$ cat config.mk
export PLATFORM = sky130hd
export DESIGN_NAME = demux1x2_stream
export DESIGN_NICKNAME = d
export VERILOG_FILES = /design/src/rtl/demux1x2_stream.sv
export SDC_FILE = /design/constraint.sdc
export NUM_CORES = 1
export LEC_CHECK = 0
export CORE_MARGIN = 4
export CORE_UTILIZATION = 40
export CTS_CLUSTER_DIAMETER = 100
export DETAILED_ROUTE_END_ITERATION = 12
export GPL_ROUTABILITY_DRIVEN = 0
export PLACE_DENSITY_LB_ADDON = 0.08
export SLEW_MARGIN = 20
export SYNTH_ARGS = -nofsm -noshare
export SYNTH_HDL_FRONTEND = slang
export SYNTH_SLANG_ARGS = --single-unit
$ cat constraint.sdc
create_clock -name clk -period 1.3 [get_ports clk]
set_clock_uncertainty 0.1 [all_clocks]
set_input_delay 0.26 -clock clk [delete_from_list [all_inputs] [get_ports clk]]
set_output_delay 0.26 -clock clk [all_outputs]
set_load 0.1 [all_outputs]
$ cat src/rtl/demux1x2_stream.sv
// demux1x2_stream: registered 1-to-2 valid/ready stream demultiplexer.
// Each input beat is steered by its select bit (0 -> out1, 1 -> out2) into a
// one-entry holding register on that output, giving one cycle of latency with
// full throughput. Per-output counters tally beats delivered downstream.
//
// Ports:
//   clk, rst_n                   clock, asynchronous active-low reset
//   in_valid/in_ready/in_data    input stream
//   select                       destination of the current input beat
//   out1_valid/ready/data        output stream 1
//   out2_valid/ready/data        output stream 2
//   out1_count, out2_count       delivered-beat counters (wrapping)
module demux1x2_stream #(
  parameter int unsigned DATA_W  = 8,
  parameter int unsigned COUNT_W = 8
) (
  input  logic               clk,
  input  logic               rst_n,
  input  logic               in_valid,
  output logic               in_ready,
  input  logic [DATA_W-1:0]  in_data,
  input  logic               select,
  output logic               out1_valid,
  input  logic               out1_ready,
  output logic [DATA_W-1:0]  out1_data,
  output logic               out2_valid,
  input  logic               out2_ready,
  output logic [DATA_W-1:0]  out2_data,
  output logic [COUNT_W-1:0] out1_count,
  output logic [COUNT_W-1:0] out2_count
);

  logic in_fire;
  logic load1;
  logic load2;
  logic out1_fire;
  logic out2_fire;

  // Ready depends only on the selected output, so a stall on the other
  // output never blocks the input.
  assign in_ready  = select ? (~out2_valid | out2_ready) : (~out1_valid | out1_ready);
  assign in_fire   = in_valid & in_ready;
  assign load1     = in_fire & ~select;
  assign load2     = in_fire & select;
  assign out1_fire = out1_valid & out1_ready;
  assign out2_fire = out2_valid & out2_ready;

  // out1 holding register: a load wins over a drain, giving back-to-back flow.
  always_ff @(posedge clk or negedge rst_n) begin
    if (!rst_n) begin
      out1_valid <= 1'b0;
      out1_data  <= '0;
    end else if (load1) begin
      out1_valid <= 1'b1;
      out1_data  <= in_data;
    end else if (out1_fire) begin
      out1_valid <= 1'b0;
    end
  end

  // out2 holding register.
  always_ff @(posedge clk or negedge rst_n) begin
    if (!rst_n) begin
      out2_valid <= 1'b0;
      out2_data  <= '0;
    end else if (load2) begin
      out2_valid <= 1'b1;
      out2_data  <= in_data;
    end else if (out2_fire) begin
      out2_valid <= 1'b0;
    end
  end

  // Delivered-beat counters, free-running wrap.
  always_ff @(posedge clk or negedge rst_n) begin
    if (!rst_n) begin
      out1_count <= '0;
      out2_count <= '0;
    end else begin
      if (out1_fire) out1_count <= out1_count + COUNT_W'(1);
      if (out2_fire) out2_count <= out2_count + COUNT_W'(1);
    end
  end

endmodule
# == After elaboration in Yosys (flattened, before gate mapping) ==
# Cells that the tools add are included.
# totals
inputBits,14
output_inout_bits,35
ff_bits,34
word_cells,25
# op_classes
bitwise,10
addsub,2
n_mux,5
n_reduce_logical,2
# op_table
operator,count
8-bit by 1-bit adder with 8-bit output (second input constant),2
1-bit AND,5
1-bit 2-to-1 mux,5
2-bit nonzero test,2
1-bit inverter,3
1-bit bitwise OR,2

# == Depth between registers and ports, before layout ==
# Gate-level depths: netlist of run 1.
# logic_depth
ltp_word,6
mapped_depth,4
mapped_depth_nobuf,4

# == Worst setup path before layout of run 1 ==
# No wires, ideal clock.
# synth_path
kind,reg2out
start,register out1_valid
end,output in_ready
path_slack_ns,-0.685
path_buffers,0
t_required_ns,0.940
arrival_time_ns,1.625
stages_incl_launch_ff,3
cell_sequence,dfrtp_1 > nand2b_1 > mux2_2
# synth_via
elab_chain_cells,3
# synth_lines
element,line,text
"start, declared",23,"output logic out1_valid,"
"start signal, assigned",51,out1_valid <= 1'b0;
"start signal, assigned",54,out1_valid <= 1'b1;
"start signal, assigned",57,out1_valid <= 1'b0;
1-bit inverter,41,assign in_ready = select ? (~out2_valid | out2_ready) : (~out1_valid | out1_ready);
1-bit bitwise OR,41,
1-bit 2-to-1 mux,41,
"end, declared",20,"output logic in_ready,"
# No other way between the ends.

# == Final worst setup path of run 1 ==
# layout_path
start,register out1_valid
end,register out1_data[1]
# layout_via
elab_chain_cells,5
# layout_lines
element,line,text
1-bit inverter,41,
1-bit bitwise OR,41,
1-bit 2-to-1 mux,41,
1-bit AND,42,assign in_fire = in_valid & in_ready;
1-bit AND,43,assign load1 = in_fire & ~select;
"end signal, assigned",55,out1_data <= in_data;
"end, declared",25,"output logic [DATA_W-1:0] out1_data,"
# No other way between the ends.
# A chain may end at the register's enable or synchronous reset.

==> reports/metrics.sh, run 1 <==
OUTCOME='finished with violations'
VIOLATIONS='negative setup slack'
POST_SYNTHESIS_SEQUENTIAL_AREA_RATIO=0.6126
P_TOTAL_mW=7.144
CRIT_TYPE='reg -> reg'
VDD_DROP_MAX_mV=1.726
SYNTH.TOP_CELLS.BY_COUNT='sky130_fd_sc_hd__dfrtp_1 (34), sky130_fd_sc_hd__mux2_2 (19), sky130_fd_sc_hd__nand2_1 (10)'
POST_SYNTH.CELL_AREA_AVG_UM2=13.48
LARGEST_FAMILY_OF_LOGIC_CELLS_BY_SYNTHESIZED_AREA='multiplexers'
SYNTHESIS.AREA_UM2=1389
TIMING.REG2REG.SETUP_SLACK_NS=-0.43
POWER_DENSITY_CELLS_nW_PER_UM2=2348
DP_HPWL_UM=2450
DRTPASS1ITERATIONS=4
POST_SYNTH_FA_HA_MAJ_AREA_FRACTION=0.01802
COMPOUND_GATE_FRACTION_OF_SYNTH_AREA=0.003604
YOSYS.CELL_COUNT.TOP_TYPE='sky130_fd_sc_hd__dfrtp_1'
NUM-NETS-FINAL=224
FINALCRITICALPERIOD_NS=1.727
WORST_R2R_STARTPOINT='out1_valid'
DIE_H_UM=66.93
CTS-ROOT-BUF='sky130_fd_sc_hd__clkbuf_4'
TIMING.FMAX_MHz=579.0
DRC=0
SYNTHESIS.NETS=119
WORST_HOLD_PATH_TYPE='in -> async'
CLOCK_PATH_BUFFERS=2
INITIAL_STANDARD_CELL_UTILIZATION_OF_THE_CORE=0.4162
FINALMAXSLEWVIOLATIONS=0
CP_DATA_ARRIVAL_TIME_NS=1.87
SHARE_OF_LAYOUT_CELLS_ABOVE_DRIVE_STRENGTH_1=0.6986
TOTALWIRELENGTH_UM=5371
GR-USAGE-ALL-LAYERS=0.2230
DIE_WIDTH_UM=66.93
MAX_SLEW_MARGIN=0.8230
WORST_SETUP_PATH_STARTPOINT='out1_valid'
CTS_TREE='built'
SETUP_REPAIR_AFTER_GLOBAL_ROUTING_MISSED_ITS_MARGIN='true'
ANTENNA_VIOLATING_NETS_LEFT=0
VIAS_PER_CELL=4.965
AREA.GROWTH.SYNTH_TO_FINAL_PCT=119.1
WORSTSKEWPAIRLATENCY_NS=0.36
PERIOD_UTILISATION_LAYOUT=1.328
SYNTHCELLS=103
NUMBER_OF_ANTENNA_VIOLATIONS_AT_THE_FIRST_CHECK_IN_GLOBAL_ROUTING=0
CP-ENDPOINT='out1_data[1]'
POST_SYNTH_AND_OR_NAND_NOR_AREA_FRACTION=0.1171
CTS_CLOCK_PIN_SLEW_FOR_THE_WORST_SETUP_AND_HOLD_PATHS_NS=0.13
SYNTH-WARNING-COUNT=0
SYNTH_LARGEST_TYPE_AREA_FRACTION=0.6126
MAXCAPVIOLCOUNT=0
ROUTEDWLPERCELL_UM=21.06
GLOBALROUTE.TOTALOVERFLOW=0
STD_CELL_ROWS=21
SYNTH-SEQ-CELLS=34
GRT_MAX_DEGREE=35
CP.REQUIRED_NS=1.45
DOMINANTREGCELLSYNTH='sky130_fd_sc_hd__dfrtp_1'
CTS_NUM_SINKS=34
WORST_PIN_SLEW_NS=0.2655
FIRST_ITER_VIOLATIONS=105
ENDPOINT_KIND='flop'
HTREE_LEVELS=2
FIRST_GLOBAL_VIAS=1381
FP.COREAREA_UM2=3337
LAYOUT.CELL_AREA.NON_FILLER_UM2=3043
PORT_BUFFERS=48
TIMING.CRITICAL_PATH.FANOUT_MAX=8
SYNTH.AREA.MUX_SHARE=0.1541
SYNTHDISTINCTLIBCELLS=18
R2R-END='out1_data[1]'
STARTPOINT_TYPE_OF_THE_WORST_SETUP_PATH='flop'
SYNTH_EDF_COUNT=0
DESIGN.PORTCOUNT=49
SYNTHDOMINANTAREACELLTYPE='sky130_fd_sc_hd__dfrtp_1'
SYNTH-XOR-AREA-SHARE=0.08829
ANTENNA_CELLS_INSERTED=0
CTS-BUFFERS-INSERTED=5
REPORT.FINAL.HOLD_VIOL_COUNT=0
DIEAREA_UM2=4479
POWER_LEAKAGE_nW=1.436
VIA_COUNT=1266
GLOBAL_ROUTE_WIRE_LENGTH_BEFORE_REPAIR_UM=7162
R2R.WORST_PATH.CELLS=6
POSTCTSHOLDBUFS=0
SETUP_VIOL=62
SYNTH_AREA_LEADERS='sky130_fd_sc_hd__dfrtp_1 (61%), sky130_fd_sc_hd__mux2_2 (15%), sky130_fd_sc_hd__xor2_1 (5.0%)'
PLACEDINSTANCEAREA_UM2=2529
SYNTH_ASYNC_SR_FLOP_SHARE=1.000
FINALWORSTSETUPSLACK_NS=-0.4270
==> layout make-up <==
class / instances / area, um^2
flip-flops and latches: 34 / 903.4
inverters: 1 / 3.754
fillers: 116 / 294.0
well taps: 46 / 57.56
repair buffers: 99 / 1287
clock inverters: 1 / 5.005
multi-input cells: 67 / 730.7
clock buffers: 7 / 55.05
==> registers in the layout (all words and copies together) (netlist names) <==
name and cells:
out2_valid 1, out1_valid 1, out2_count 8, out2_data 8
out1_data 8, out1_count 8
==> layer usage <==
metal / GRT usage / wire length, um / up-vias / share of wire
met3: 0.08600 / 387 / 23 / 0.072
met5: 0 / 0 / - / 0
met1: 0.2513 / 1882 / 620 / 0.35
met4: 0.1013 / 256 / 0 / 0.048
met2: 0.3700 / 2844 / 59 / 0.53
li1: - / - / 564 / -
==> critical path, cell delays in order, from the launching register on <==
cell                       delay, ns
sky130_fd_sc_hd__dfrtp_4        0.52
sky130_fd_sc_hd__nand2b_4       0.09
sky130_fd_sc_hd__buf_4          0.11
sky130_fd_sc_hd__buf_6          0.09
sky130_fd_sc_hd__nor3b_4        0.22
sky130_fd_sc_hd__buf_12         0.17
sky130_fd_sc_hd__mux2_4         0.31
==> cell families (layout without fill, tap and decap cells) <==
| logic type | count (synthesis) | in the layout |
|---|---|---|
| XOR/XNOR | 14 | 14 |
| multiplexers | 19 | 19 |
| adder cells (fa/ha/maj) | 2 | 2 |
| buffers and inverters | 2 | 108 |
| flip-flops | 34 | 34 |
| AO/OA/AOI/OAI | 1 | 1 |
| AND/OR/NAND/NOR | 31 | 31 |
==> power by group <==
group	internal, mW	total, mW	switching, mW
Sequential	1.42	1.76	0.344
Combinational	1.95	4.70	2.75
Clock	0.262	0.686	0.424
Total	3.63	7.14	3.52
==> how the worst min path moves through the flow <==
stage / endpoint / slack (ns) / from
2_1_floorplan: out1_count[4] / -0.14 / rst_n
3_3_place_gp: out1_count[6] / 0.40 / out1_count[6]
3_5_place_dp: out1_count[7] / 0.42 / out1_count[7]
4_1_cts: out1_count[4] / 0.15 / rst_n
5_1_grt: out1_count[4] / 0.17 / rst_n
6_report: out2_count[2] / 0.17 / rst_n
==> per-stage QoR <==
stage	setup TNS (ns)	utilization	hold slack (ns)	setup slack, ns	instances
after floorplan	-6.039	-	-0.1356	-0.3638	103
after global placement	-11.38	0.7578	0.4002	-0.5137	207
after global routing	-11.03	0.9119	0.1692	-0.4588	255
final	-8.466	0.9119	0.1704	-0.4270	255
after CTS	-6.574	0.8684	0.1543	-0.3807	241
after detailed placement	-11.97	0.7578	0.4174	-0.5327	207
==> placed cells by master (no fill, tap or decap), types with 2 or more instances in the layout <==
master / n
sky130_fd_sc_hd__buf_12: 37
sky130_fd_sc_hd__buf_4: 36
sky130_fd_sc_hd__mux2_4: 19
sky130_fd_sc_hd__dfrtp_1: 18
sky130_fd_sc_hd__dfrtp_4: 13
sky130_fd_sc_hd__buf_6: 12
sky130_fd_sc_hd__clkdlybuf4s50_1: 10
sky130_fd_sc_hd__xor2_1: 8
sky130_fd_sc_hd__xnor2_1: 6
sky130_fd_sc_hd__nand2_1: 6
sky130_fd_sc_hd__clkbuf_4: 5
sky130_fd_sc_hd__nand4_1: 4
sky130_fd_sc_hd__nor2_1: 3
sky130_fd_sc_hd__dlygate4sd2_1: 3
sky130_fd_sc_hd__dfrtp_2: 3
sky130_fd_sc_hd__nand2b_4: 2
sky130_fd_sc_hd__nand2_4: 2
sky130_fd_sc_hd__nand3_4: 2
sky130_fd_sc_hd__nor3_4: 2
sky130_fd_sc_hd__nand2_2: 2
sky130_fd_sc_hd__nor3_2: 2
sky130_fd_sc_hd__ha_4: 2
==> repair_timing <==
action / CTS / global route
pin swaps: 3 / 13
buffers inserted: 26 / 15
endpoints found under the setup margin: 54 / 61
resized for setup: 31 / 10
Note: power is estimated with default switching activity, not from simulation.
==> run 2: changes to the inputs <==
CORE_UTILIZATION = 30   (was 40)
SKIP_CTS_REPAIR_TIMING = 1   (was unset)
==> run 2 against run 1 <==
Net effect:
- the run still ends with negative setup slack left
- via count is 14% lower
- wire length is 37% lower
- critical path depth is 3 lower
- global-route usage is 10 points lower
- critical path type is now reg -> out
- largest power group unchanged
==> reports/metrics.sh, run 2 (synthesis results as in run 1) <==
PORT_BUFFERS=48  # unchanged
VIOLATIONS='negative setup slack'  # unchanged
VDD_DROP_MAX_mV=1.060  # was 1.726 mV
DIEAREA_UM2=5782  # was 4479 um^2
WORST_SETUP_PATH_STARTPOINT='out1_valid'  # unchanged
MAXCAPVIOLCOUNT=0  # unchanged
STD_CELL_ROWS=24  # was 21
GR-USAGE-ALL-LAYERS=0.1186  # was 0.2230
VIA_COUNT=1083  # was 1,266
ANTENNA_CELLS_INSERTED=0  # unchanged
INITIAL_STANDARD_CELL_UTILIZATION_OF_THE_CORE=0.3146  # was 0.4162
GRT_MAX_DEGREE=23  # was 35
CTS-BUFFERS-INSERTED=5  # unchanged
PLACEDINSTANCEAREA_UM2=2531  # was 2529 um^2
TIMING.CRITICAL_PATH.FANOUT_MAX=3  # was 8
CP_DATA_ARRIVAL_TIME_NS=1.22  # was 1.87 ns
R2R.WORST_PATH.CELLS=4  # was 6
CP.REQUIRED_NS=0.94  # was 1.45 ns
AREA.GROWTH.SYNTH_TO_FINAL_PCT=105.9  # was 119.1%
MAX_SLEW_MARGIN=0.7865  # was 0.8230
ROUTEDWLPERCELL_UM=14.26  # was 21.06 um
FINISH.CELL_COUNT_WITHOUT_FILLERS=237  # was 255
NUMBER_OF_ANTENNA_VIOLATIONS_AT_THE_FIRST_CHECK_IN_GLOBAL_ROUTING=0  # unchanged
STARTPOINT_TYPE_OF_THE_WORST_SETUP_PATH='flop'  # unchanged
GLOBALROUTE.TOTALOVERFLOW=0  # unchanged
WHS_NS=0.2220  # was 0.1704 ns
DIE_H_UM=76.04  # was 66.93 um
NUM-NETS-FINAL=200  # was 224
LAYOUT.CELLS.MOST_COMMON_LIST='sky130_fd_sc_hd__buf_12 (37), sky130_fd_sc_hd__mux2_4 (19), sky130_fd_sc_hd__dfrtp_1 (18), sky130_fd_sc_hd__buf_4 (18), sky130_fd_sc_hd__dfrtp_4 (13)'  # was sky130_fd_sc_hd__buf_12 (37), sky130_fd_sc_hd__buf_4 (36), sky130_fd_sc_hd__mux2_4 (19), sky130_fd_sc_hd__dfrtp_1 (18), sky130_fd_sc_hd__dfrtp_4 (13)
P_TOTAL_mW=6.663  # was 7.144 mW
FIRST_GLOBAL_VIAS=1157  # was 1,381
CTS_NUM_SINKS=34  # unchanged
CLOCK_PATH_BUFFERS=2  # unchanged
WORST_HOLD_PATH_TYPE='in -> reg'  # was in -> async
TIMING.FMAX_MHz=633.0  # was 579.0 MHz
DRTPASS1ITERATIONS=3  # was 4
HTREE_LEVELS=2  # unchanged
WORST_R2R_STARTPOINT='out1_valid'  # unchanged
POWER_LEAKAGE_nW=1.321  # was 1.436 nW
CTS-ROOT-BUF='sky130_fd_sc_hd__clkbuf_8'  # was sky130_fd_sc_hd__clkbuf_4
DP_HPWL_UM=2425  # was 2450 um
VIAS_PER_CELL=4.570  # was 4.965
SHARE_OF_LAYOUT_CELLS_ABOVE_DRIVE_STRENGTH_1=0.6486  # was 0.6986
FINAL_CORE_UTILIZATION=0.6477  # was 0.9119
FINALWORSTSETUPSLACK_NS=-0.2798  # was -0.4270 ns
POWER_DENSITY_CELLS_nW_PER_UM2=2331  # was 2348 nW/um^2
ENDPOINT_KIND='output pin'  # was flop
GLOBAL_ROUTE_WIRE_LENGTH_BEFORE_REPAIR_UM=5554  # was 7162 um
FIRST_ITER_VIOLATIONS=20  # was 105
CRIT_TYPE='reg -> out'  # was reg -> reg
ANTENNA_VIOLATING_NETS_LEFT=0  # unchanged
TIMING.REG2REG.SETUP_SLACK_NS=-0.17  # was -0.43 ns
DESIGN.PORTCOUNT=49  # unchanged
R2R-END='out1_data[0]'  # was out1_data[1]
WORST_PIN_SLEW_NS=0.3202  # was 0.2655 ns
CTS_CLOCK_PIN_SLEW_FOR_THE_WORST_SETUP_AND_HOLD_PATHS_NS=0.07  # was 0.13 ns
SETUP_REPAIR_AFTER_GLOBAL_ROUTING_MISSED_ITS_MARGIN='true'  # unchanged
CP-ENDPOINT='in_ready'  # was out1_data[1]
PLACE_WORST_SETUP_SLACK_NS=-0.5219  # was -0.5327 ns
WORSTSKEWPAIRLATENCY_NS=0.28  # was 0.36 ns
SETUP_TOTAL_NEGATIVE_SLACK_NS=-3.149  # was -8.466 ns
LAYOUT.CELL_AREA.NON_FILLER_UM2=2859  # was 3043 um^2
NUMPLACEDINSTANCES=213  # was 207
LAYOUT.CELLS.MOST_COMMON='sky130_fd_sc_hd__buf_12'  # unchanged
REPORT.FINAL.HOLD_VIOL_COUNT=0  # unchanged
DIE_WIDTH_UM=76.04  # was 66.93 um
TOTALWIRELENGTH_UM=3380  # was 5371 um
FINALCRITICALPERIOD_NS=1.580  # was 1.727 ns
OUTCOME='finished with violations'  # unchanged
FP.COREAREA_UM2=4414  # was 3337 um^2
FINALMAXSLEWVIOLATIONS=0  # unchanged
PERIOD_UTILISATION_LAYOUT=1.215  # was 1.328
CTS_TREE='built'  # unchanged
SETUP_VIOL=30  # was 62
DRC=0  # unchanged
-- run 2: changes by cell type in the layout (fill, tap and decap cells not counted), sizes merged --
cell           delta
buf              -24
clkbuf            +1
clkdlybuf4s50     -1
clkinv            -1
dlygate4sd2       -3
dlygate4sd3       +1
dlymetal6s2s      +3
-- run 2: how the worst min path moves through the flow --
stage / from / to / cells after the start
5_1_grt: out2_ready / out2_valid / 3
6_report: out2_ready / out2_valid / 3
4_1_cts: rst_n / out1_count[5] / 1
3_3_place_gp: rst_n / out1_count[7] / 1
3_5_place_dp: rst_n / out1_count[7] / 1
2_1_floorplan: rst_n / out1_count[4] / 0
-- run 2: worst max-delay path, cell delays in order (launching register included) --
cell,delay [ns]
sky130_fd_sc_hd__dfrtp_4,0.42
sky130_fd_sc_hd__nand2b_4,0.06
sky130_fd_sc_hd__mux2_4,0.28
sky130_fd_sc_hd__buf_12,0.17
-- run 2: final cells by class --
cell class | instances | area [um^2]
clock buffer | 8 | 80.08
fill | 345 | 1555
inverter | 1 | 3.754
multi-input combinational | 67 | 716.9
sequential | 34 | 903.4
tap | 52 | 65.06
timing repair buffer | 75 | 1090
-- run 2: power breakdown --
part           switching, mW  leakage, nW  internal [mW]
logic                   2.44        0.884           1.69
registers              0.379        0.397           1.42
clock network          0.357       0.0395          0.380
-- run 2: layer usage --
metal / track usage / wire [um] / up-vias
met2: 0.1849 / 1726 / 35
met3: 0.06265 / 286 / 9
li1: - / - / 513
met5: 0 / 0 / -
met4: 0.05338 / 61 / 0
met1: 0.1333 / 1304 / 526
